[src/rtl/dcache_direct_mapped.sv]
// Direct-mapped write-back, write-allocate data cache in front of a 1-cycle synchronous SRAM.
// Define DCACHE_STATS_EN to build the hitnum/missnum counters; otherwise they read as zero.
module dcache_direct_mapped #(
  parameter int NUM_LINES      = 8,
  parameter int WORDS_PER_LINE = 4,
  parameter int AWIDTH         = 12
) (
  input  logic              CLK,
  input  logic              RSTn,
  input  logic              CACHE_CSN,
  input  logic              CACHE_WEN,
  input  logic [AWIDTH-1:0] CACHE_ADDR,
  input  logic [31:0]       CACHE_DI,
  output logic [31:0]       CACHE_DOUT,
  output logic              CACHE_MISS,
  output logic              D_MEM_CSN,
  output logic              D_MEM_WEN,
  output logic [3:0]        D_MEM_BE,
  output logic [AWIDTH-1:0] D_MEM_ADDR,
  output logic [31:0]       D_MEM_DOUT,
  input  logic [31:0]       D_MEM_DI,
  output logic [31:0]       hitnum,
  output logic [31:0]       missnum
);

  localparam int OFF_W = $clog2(WORDS_PER_LINE);
  localparam int IDX_W = $clog2(NUM_LINES);
  localparam int TAG_W = AWIDTH - OFF_W - IDX_W;
  localparam int CNT_W = OFF_W + 1;
  localparam logic [CNT_W-1:0] LAST_WB  = CNT_W'(WORDS_PER_LINE - 1);
  localparam logic [CNT_W-1:0] FILL_END = CNT_W'(WORDS_PER_LINE);
  localparam logic [OFF_W-1:0] LAST_OFF = '1;

  typedef enum logic [1:0] {S_IDLE, S_WB, S_FILL, S_DONE} state_t;

  state_t           state;
  logic [CNT_W-1:0] cnt;
  logic [NUM_LINES-1:0] valid_q;
  logic [NUM_LINES-1:0] dirty_q;
  logic [TAG_W-1:0] tag_q  [NUM_LINES];
  logic [31:0]      data_q [NUM_LINES*WORDS_PER_LINE];

  logic [OFF_W-1:0] req_off;
  logic [IDX_W-1:0] req_idx;
  logic [TAG_W-1:0] req_tag;
  logic [OFF_W-1:0] mem_off;
  logic [CNT_W-1:0] cnt_m1;
  logic [OFF_W-1:0] fill_off;
  logic             hit;
  logic             serve;
  logic             miss_start;

  assign req_off = CACHE_ADDR[OFF_W-1:0];
  assign req_idx = CACHE_ADDR[OFF_W +: IDX_W];
  assign req_tag = CACHE_ADDR[AWIDTH-1 -: TAG_W];

  assign hit        = !CACHE_CSN && valid_q[req_idx] && (tag_q[req_idx] == req_tag);
  assign serve      = ((state == S_IDLE) && hit) || ((state == S_DONE) && !CACHE_CSN);
  assign miss_start = (state == S_IDLE) && !CACHE_CSN && !hit;

  assign CACHE_MISS = miss_start || (state == S_WB) || (state == S_FILL);
  assign CACHE_DOUT = (serve && CACHE_WEN) ? data_q[{req_idx, req_off}] : '0;

  // The extra FILL cycle only collects the last word, so the address holds on the last offset.
  assign mem_off  = (cnt > LAST_WB) ? LAST_OFF : cnt[OFF_W-1:0];
  assign cnt_m1   = cnt - CNT_W'(1);
  assign fill_off = cnt_m1[OFF_W-1:0];

  always_comb begin
    D_MEM_CSN  = 1'b1;
    D_MEM_WEN  = 1'b1;
    D_MEM_BE   = '0;
    D_MEM_ADDR = '0;
    D_MEM_DOUT = '0;
    case (state)
      S_WB: begin
        D_MEM_CSN  = 1'b0;
        D_MEM_WEN  = 1'b0;
        D_MEM_BE   = '1;
        D_MEM_ADDR = {tag_q[req_idx], req_idx, mem_off};
        D_MEM_DOUT = data_q[{req_idx, mem_off}];
      end
      S_FILL: begin
        D_MEM_CSN  = 1'b0;
        D_MEM_BE   = '1;
        D_MEM_ADDR = {req_tag, req_idx, mem_off};
      end
      default: ;
    endcase
  end

  always_ff @(posedge CLK) begin
    if (!RSTn) begin
      state   <= S_IDLE;
      cnt     <= '0;
      valid_q <= '0;
      dirty_q <= '0;
    end else begin
      case (state)
        S_IDLE: begin
          if (hit && !CACHE_WEN) dirty_q[req_idx] <= 1'b1;
          if (miss_start) begin
            cnt   <= '0;
            state <= (valid_q[req_idx] && dirty_q[req_idx]) ? S_WB : S_FILL;
          end
        end
        S_WB: begin
          if (cnt == LAST_WB) begin
            cnt   <= '0;
            state <= S_FILL;
          end else begin
            cnt <= cnt + CNT_W'(1);
          end
        end
        S_FILL: begin
          if (cnt == FILL_END) begin
            valid_q[req_idx] <= 1'b1;
            dirty_q[req_idx] <= 1'b0;
            state            <= S_DONE;
          end else begin
            cnt <= cnt + CNT_W'(1);
          end
        end
        default: begin
          if (!CACHE_CSN && !CACHE_WEN) dirty_q[req_idx] <= 1'b1;
          state <= S_IDLE;
        end
      endcase
    end
  end

  // Line storage carries no reset; a line is only trusted through its valid bit.
  always_ff @(posedge CLK) begin
    if (serve && !CACHE_WEN) data_q[{req_idx, req_off}] <= CACHE_DI;
    if ((state == S_FILL) && (cnt != '0)) data_q[{req_idx, fill_off}] <= D_MEM_DI;
    if ((state == S_FILL) && (cnt == FILL_END)) tag_q[req_idx] <= req_tag;
  end

`ifdef DCACHE_STATS_EN
  logic [31:0] hit_cnt;
  logic [31:0] miss_cnt;

  always_ff @(posedge CLK) begin
    if (!RSTn) begin
      hit_cnt  <= '0;
      miss_cnt <= '0;
    end else begin
      if ((state == S_IDLE) && hit) hit_cnt <= hit_cnt + 32'd1;
      if (miss_start) miss_cnt <= miss_cnt + 32'd1;
    end
  end

  assign hitnum  = hit_cnt;
  assign missnum = miss_cnt;
`else
  assign hitnum  = '0;
  assign missnum = '0;
`endif

endmodule

[config.mk]
export PLATFORM = sky130hd
export DESIGN_NAME = dcache_direct_mapped
export DESIGN_NICKNAME = d
export VERILOG_FILES = /design/src/rtl/dcache_direct_mapped.sv
export SDC_FILE = /design/constraint.sdc
export NUM_CORES = 2
export LEC_CHECK = 0
export ABC_AREA = 0
export BUFFER_PORTS_ARGS = -buffer_cell sky130_fd_sc_hd__buf_2
export CORE_MARGIN = 5
export CORE_UTILIZATION = 55
export CTS_CLUSTER_SIZE = 24
export DETAILED_ROUTE_END_ITERATION = 10
export HOLD_SLACK_MARGIN = 0.05
export PLACE_DENSITY = 0.7
export REMOVE_ABC_BUFFERS = 1
export SLEW_MARGIN = 5
export SYNTH_ARGS = -nofsm -noshare
export SYNTH_HDL_FRONTEND = slang
export SYNTH_SLANG_ARGS = --single-unit
[constraint.sdc]
create_clock -name CLK -period 6.6 [get_ports CLK]
set_clock_uncertainty 0.2 [all_clocks]
set_input_delay 1.32 -clock CLK [delete_from_list [all_inputs] [get_ports CLK]]
set_output_delay 1.32 -clock CLK [all_outputs]
set_load 0.05 [all_outputs]
Word level (Yosys, flattened, before mapping)
Memories as Yosys holds them, arrays and structs flattened.
Cells that the tools add are included.
{"block": "word_totals", "n_memories": 2, "mem_bits_rw": 1080, "wordCells": 92, "out_inout_bits": 147, "register_bits": 21, "input_bits": 80}
{"block": "classes", "n_lt_le_gt_ge": 3, "n_bitwise": 5, "n_addsub": 2, "n_reduce_logical": 30, "muxes": 35, "eq_ne": 11}
{"memory": "data_q", "words": 32, "width": 32, "rd": 2, "rd_clocked_by_memory_dff": 0, "write_ports": 1, "line_no": "41", "source": "logic [31:0] data_q [NUM_LINES*WORDS_PER_LINE];"}
{"memory": "tag_q", "words": 8, "width": 7, "rd": 1, "rd_clocked_by_memory_dff": 0, "write_ports": 1, "line_no": "40", "source": "logic [TAG_W-1:0] tag_q [NUM_LINES];"}
{"cell": "2-to-1 mux 32 bit", "n": 3}
{"cell": "OR reduction 32 bit", "n": 1}
{"cell": "2-to-1 mux 8 bit", "n": 3}
{"cell": "case mux 12 bit (2 select lines)", "n": 1}
{"cell": "case mux 8 bit (3 select lines)", "n": 1}
{"cell": "OR 8 bit", "n": 2}
{"cell": "logical AND 1 bit", "n": 14}
{"cell": "2-to-1 mux 1 bit", "n": 12}
{"cell": "2-to-1 mux 2 bit", "n": 5}
{"cell": "2-to-1 mux 3 bit", "n": 3}
{"cell": "case mux 3 bit (3 select lines)", "n": 1}
{"cell": "nonzero test 3 bit", "n": 3}
{"cell": "bitwise AND 8 bit", "n": 1}
{"cell": "inverter 8 bit", "n": 1}
{"cell": "== test 7 bit", "n": 1}
{"cell": "binary-select mux 1 bit (select 3 bit)", "n": 2}
{"cell": "inequality test 2 x 1 -> 1 bit (second input constant)", "n": 3}
{"cell": "case mux 2 bit (3 select lines)", "n": 1}
{"cell": "AND reduction 3 bit", "n": 2}
{"cell": "2-to-1 mux 5 bit", "n": 1}
{"cell": "== test 2 bit (second input constant)", "n": 2}
{"cell": "less-than comparator 3 x 4 -> 1 bit (second input constant)", "n": 1}
{"cell": "2-to-1 mux 4 bit", "n": 1}
{"cell": "inequality test 2 bit (second input constant)", "n": 2}
{"cell": "15 further kinds", "n": 19}

Longest topological paths before layout
{"block": "depth", "depth_word": 10, "depth_mapped": 11, "depth_no_buf": 9}

Worst setup path before layout
Ideal clock, no wire load.
{"block": "synth_path", "path_kind": "input to output", "startpoint": "in CACHE_ADDR[2]", "endpoint": "out D_MEM_DOUT[7]", "arrival_time_ns": 4.104, "n_path_buf": 5, "cell_stages": 9, "required_ns": 5.080, "slack_ns": 0.976, "cell_sequence": "buf_6 -> buf_12 -> buf_4 -> inv_2 -> clkbuf_1 -> buf_1 -> mux2i_1 -> o21ai_0 -> a211oi_1"}
{"block": "synth_via", "elab_chain_len": 2}
{"element": "start: declaration", "line_no": "12", "source": "input logic [AWIDTH-1:0] CACHE_ADDR,"}
{"element": "memory read (32 x 32 bit)"}
{"element": "2-to-1 mux 32 bit", "line_no": "75", "source": "case (state)"}
{"element": "end: declaration", "line_no": "20", "source": "output logic [31:0] D_MEM_DOUT,"}
Every way passes these cells.

Worst setup path in the final report
{"block": "layout_path", "startpoint": "reg cnt[2]", "endpoint": "out D_MEM_DOUT[21]"}
{"block": "layout_via", "elab_chain_len": 4}
{"element": "start: declaration", "line_no": "37", "source": "logic [CNT_W-1:0] cnt;"}
{"element": "start signal: assignment", "line_no": "112", "source": "cnt <= cnt + CNT_W'(1);"}
{"element": "start signal: assignment", "line_no": "121", "source": "cnt <= cnt + CNT_W'(1);"}
{"element": "> comparator 3 x 2 -> 1 bit", "line_no": "65", "source": "assign mem_off = (cnt > LAST_WB) ? LAST_OFF : cnt[OFF_W-1:0];"}
{"element": "2-to-1 mux 2 bit", "line_no": "65"}
{"element": "memory read (32 x 32 bit)"}
{"element": "2-to-1 mux 32 bit", "line_no": "75"}
Every way passes these cells.

==> out/metrics.yaml <==
yosys:
  ys_types: 63
  synthAdderAreaFrac: 0.00219
  yosys.area_share.simple: 0.0404
  synth.area.mux_share: 0.187
  async_flop_share: 0
  syn_area_um2: 51400
  syn_area_per_cell_um2: 15.8
  synth_edf_count: 1080
  synth_top_family_by_area: "multiplexers"
  synth_warnings: 0
  synth-xor-area-share: 0.000681
  ys_seq_elements: 1101
  synth-compound-area-share: 0.0977
  synthCells: 3261
  ys_seq_area_frac: 0.639
  synthFlopType: "edfxtp_1"
sta:
  finalCritPeriodShare: 0.932
  tightest_slew_ns: 1.12
  relSlewSlack: 0.254
  finalSetupViolCount: 0
  drv_slew: 0
  hold_viol: 0
  fin_tns_setup_ns: 0
  rsz0062_at_grt: "false"
  fmax_mhz: 163
  fin_crit_ns: 6.15
min_path:
  holdPathStages: 2
  min_path_type: "reg2reg"
finish:
  fillers: 6669
  drive_gt1_frac: 0.249
  area_growth_pct: 12.9
  layout.cells.non_filler: 4734
  final_cell_area_um2: 58000
  seq_area_um2: 32900
  post-route-util: 0.624
  multi_input_area_um2: 17600
  layout_common_cells: "edfxtp_1, mux4_2, nand2_1"
  final_common_cell: "edfxtp_1"
  nets: 3476
critical_path:
  crit_path_end_kind: "output pin"
  critPathBufInv: 4
  start_kind: "register"
  crit_family: "simple AND/OR/NAND/NOR gates"
  cp_num_cells: 12
  cp_slowest_cell: "nor2_4"
  ff2ff_setup_slack_ns: 1.76
  path_cells: "inv_1 > ha_1 > nor2b_1 > nor2_1 > nor2_4 > buf_12 > buf_4 > a221oi_1 > o21ai_0 > nand4_1 > nor3_1 > buf_2"
  critPathMaxFanout: 26
  crit_type: "reg2out"
  required_ns: 5.08
  worstRegToRegCells: 8
  max_stage_delay_ns: 0.88
  arrival_ns: 4.63
route:
  post-route-drc-count: 0
  drtPass1Iterations: 9
  route.vias.total: 34400
  wire_per_inst_um: 34.2
  via_per_inst: 7.27
  ant_nets: 0
  drt_iter0_markers: 5244
  wirelength_um: 162000
die:
  die_w_um: 316
  start_util: 0.553
  ios: 227
  core_area_um2: 93000
  die-area_um2: 99700
  fp.dieH_um: 316
  rows: 112
clock_network:
  clk_latency_ns: 0.69
  clk_pin_slew_ns: 0.07
  clockBufferDepth: 3
  ctsResizeCount: 0
  cts_inserted_buffers: 110
  tritoncts: "built"
  postCtsHoldBufs: 0
  cts_max_level: 3
  post_cts_buffers: 0
  clockRootBuffer: "clkbuf_16"
  cts_sinks: 1101
power_and_ir_drop:
  p_clk_frac: 0.384
  p_total_mw: 15.9
  p_comb_frac: 0.126
  p_leak_nw: 18.6
  switching_share: 0.260
  total_switching_power_mw: 4.14
  powerDensity_nw_per_um2: 274
  p_seq_frac: 0.490
  p_int_mw: 11.8
  vdd_drop_max_uv: 231
placed_design:
  detailed_place_hpwl_um: 91800
  place_inst: 4529
  place.port_buffers: 162
  gp_congestion: 0.854
  placed_cell_area_um2: 54500
global_routing:
  grt_pass1_wl_um: 235000
  antenna_found_initial: 2
  grt_max_degree: 158
  overflow: 0
  gr-usage-all-layers: 0.321
  grt_pass1_vias: 35000
flow_run:
  drv_cap: 0
status:
  outcome: "finished, final reports clean"
## flip-flops by register name, summed over array words and instances, names as in the netlist, named ones only
name,count
valid_q,8
cnt,3
tag_q,56
data_q,1024
state,2
## tightest hold or removal path: stages (launching register included)
cell	delay [ns]
dfxtp_1	0.31
nand2_1	0.06
mux2i_1	0.05
## cells in the mapped netlist (29+ instances only)
master / n / area [µm²]
a211oi_1: 63 / 473
o21ai_0: 173 / 866
a221oi_1: 193 / 1690
o22ai_1: 63 / 394
clkbuf_1: 210 / 788
nor2_1: 73 / 274
buf_2: 29 / 145
nand4_1: 33 / 206
nand2_1: 256 / 961
a31oi_1: 36 / 225
buf_1: 32 / 120
edfxtp_1: 1080 / 32400
mux4_2: 259 / 5830
a21oi_1: 71 / 355
a222oi_1: 64 / 641
mux2i_1: 248 / 2480
mux2_2: 96 / 1080
nor3_1: 33 / 165
buf_4: 68 / 510
nand3_1: 45 / 225
## stage by stage
stage / worst slack [ns] / hold WS (ns)
after global routing: 0.248 / 0.283
final: 0.448 / 0.265
after floorplan: -19.39 / 0.231
after global placement: 0.556 / 0.239
after CTS: 0.487 / 0.267
after detailed placement: 0.552 / 0.253
## worst paths after layout
check / endpoint / from
setup / recovery: D_MEM_DOUT[21] / cnt[2]$_SDFFE_PN0P_
hold / removal: register / register
setup reg to reg: data_q[20][5]$_DFFE_PP_ / cnt[0]$_SDFFE_PN0P_
hold reg to reg: register / register
## cell type report
class	count	share of cell area
Clock inverter	66	0.0104
Timing Repair Buffer	295	0.0426
Multi-Input combinational cell	1864	0.303
Sequential cell	1101	0.566
Inverter	15	0.00106
Tap cell	1254	0.0270
Clock buffer	138	0.0496
Antenna cell	1	0.0000431
## power by group through the flow
stage / combinational, mW / clock (mW) / sequential [mW]
after floorplan: 1.23 / 0 / 7.94
after global placement: 1.94 / 0 / 7.94
after detailed placement: 1.97 / 0 / 7.94
after CTS: 1.98 / 6.14 / 7.80
after global routing: 2.10 / 6.44 / 7.80
final: 2.01 / 6.10 / 7.80
## layer usage
layer	track usage	up-vias	wire [µm]
met3	0.0695	495	21000
met1	0.436	17600	57300
met2	0.509	2590	75600
li1	-	13700	-
met5	0	-	17
met4	0.142	2	8190
## cells by family after synthesis
family | after synthesis
flip-flops | 1101
AO/OA/AOI/OAI | 707
multiplexers | 612
AND/OR/NAND/NOR | 468
buffers and inverters | 359
adder cells (fa/ha/maj) | 9
XOR/XNOR | 4
other | 1
Power figures use the tool's default switching activity.
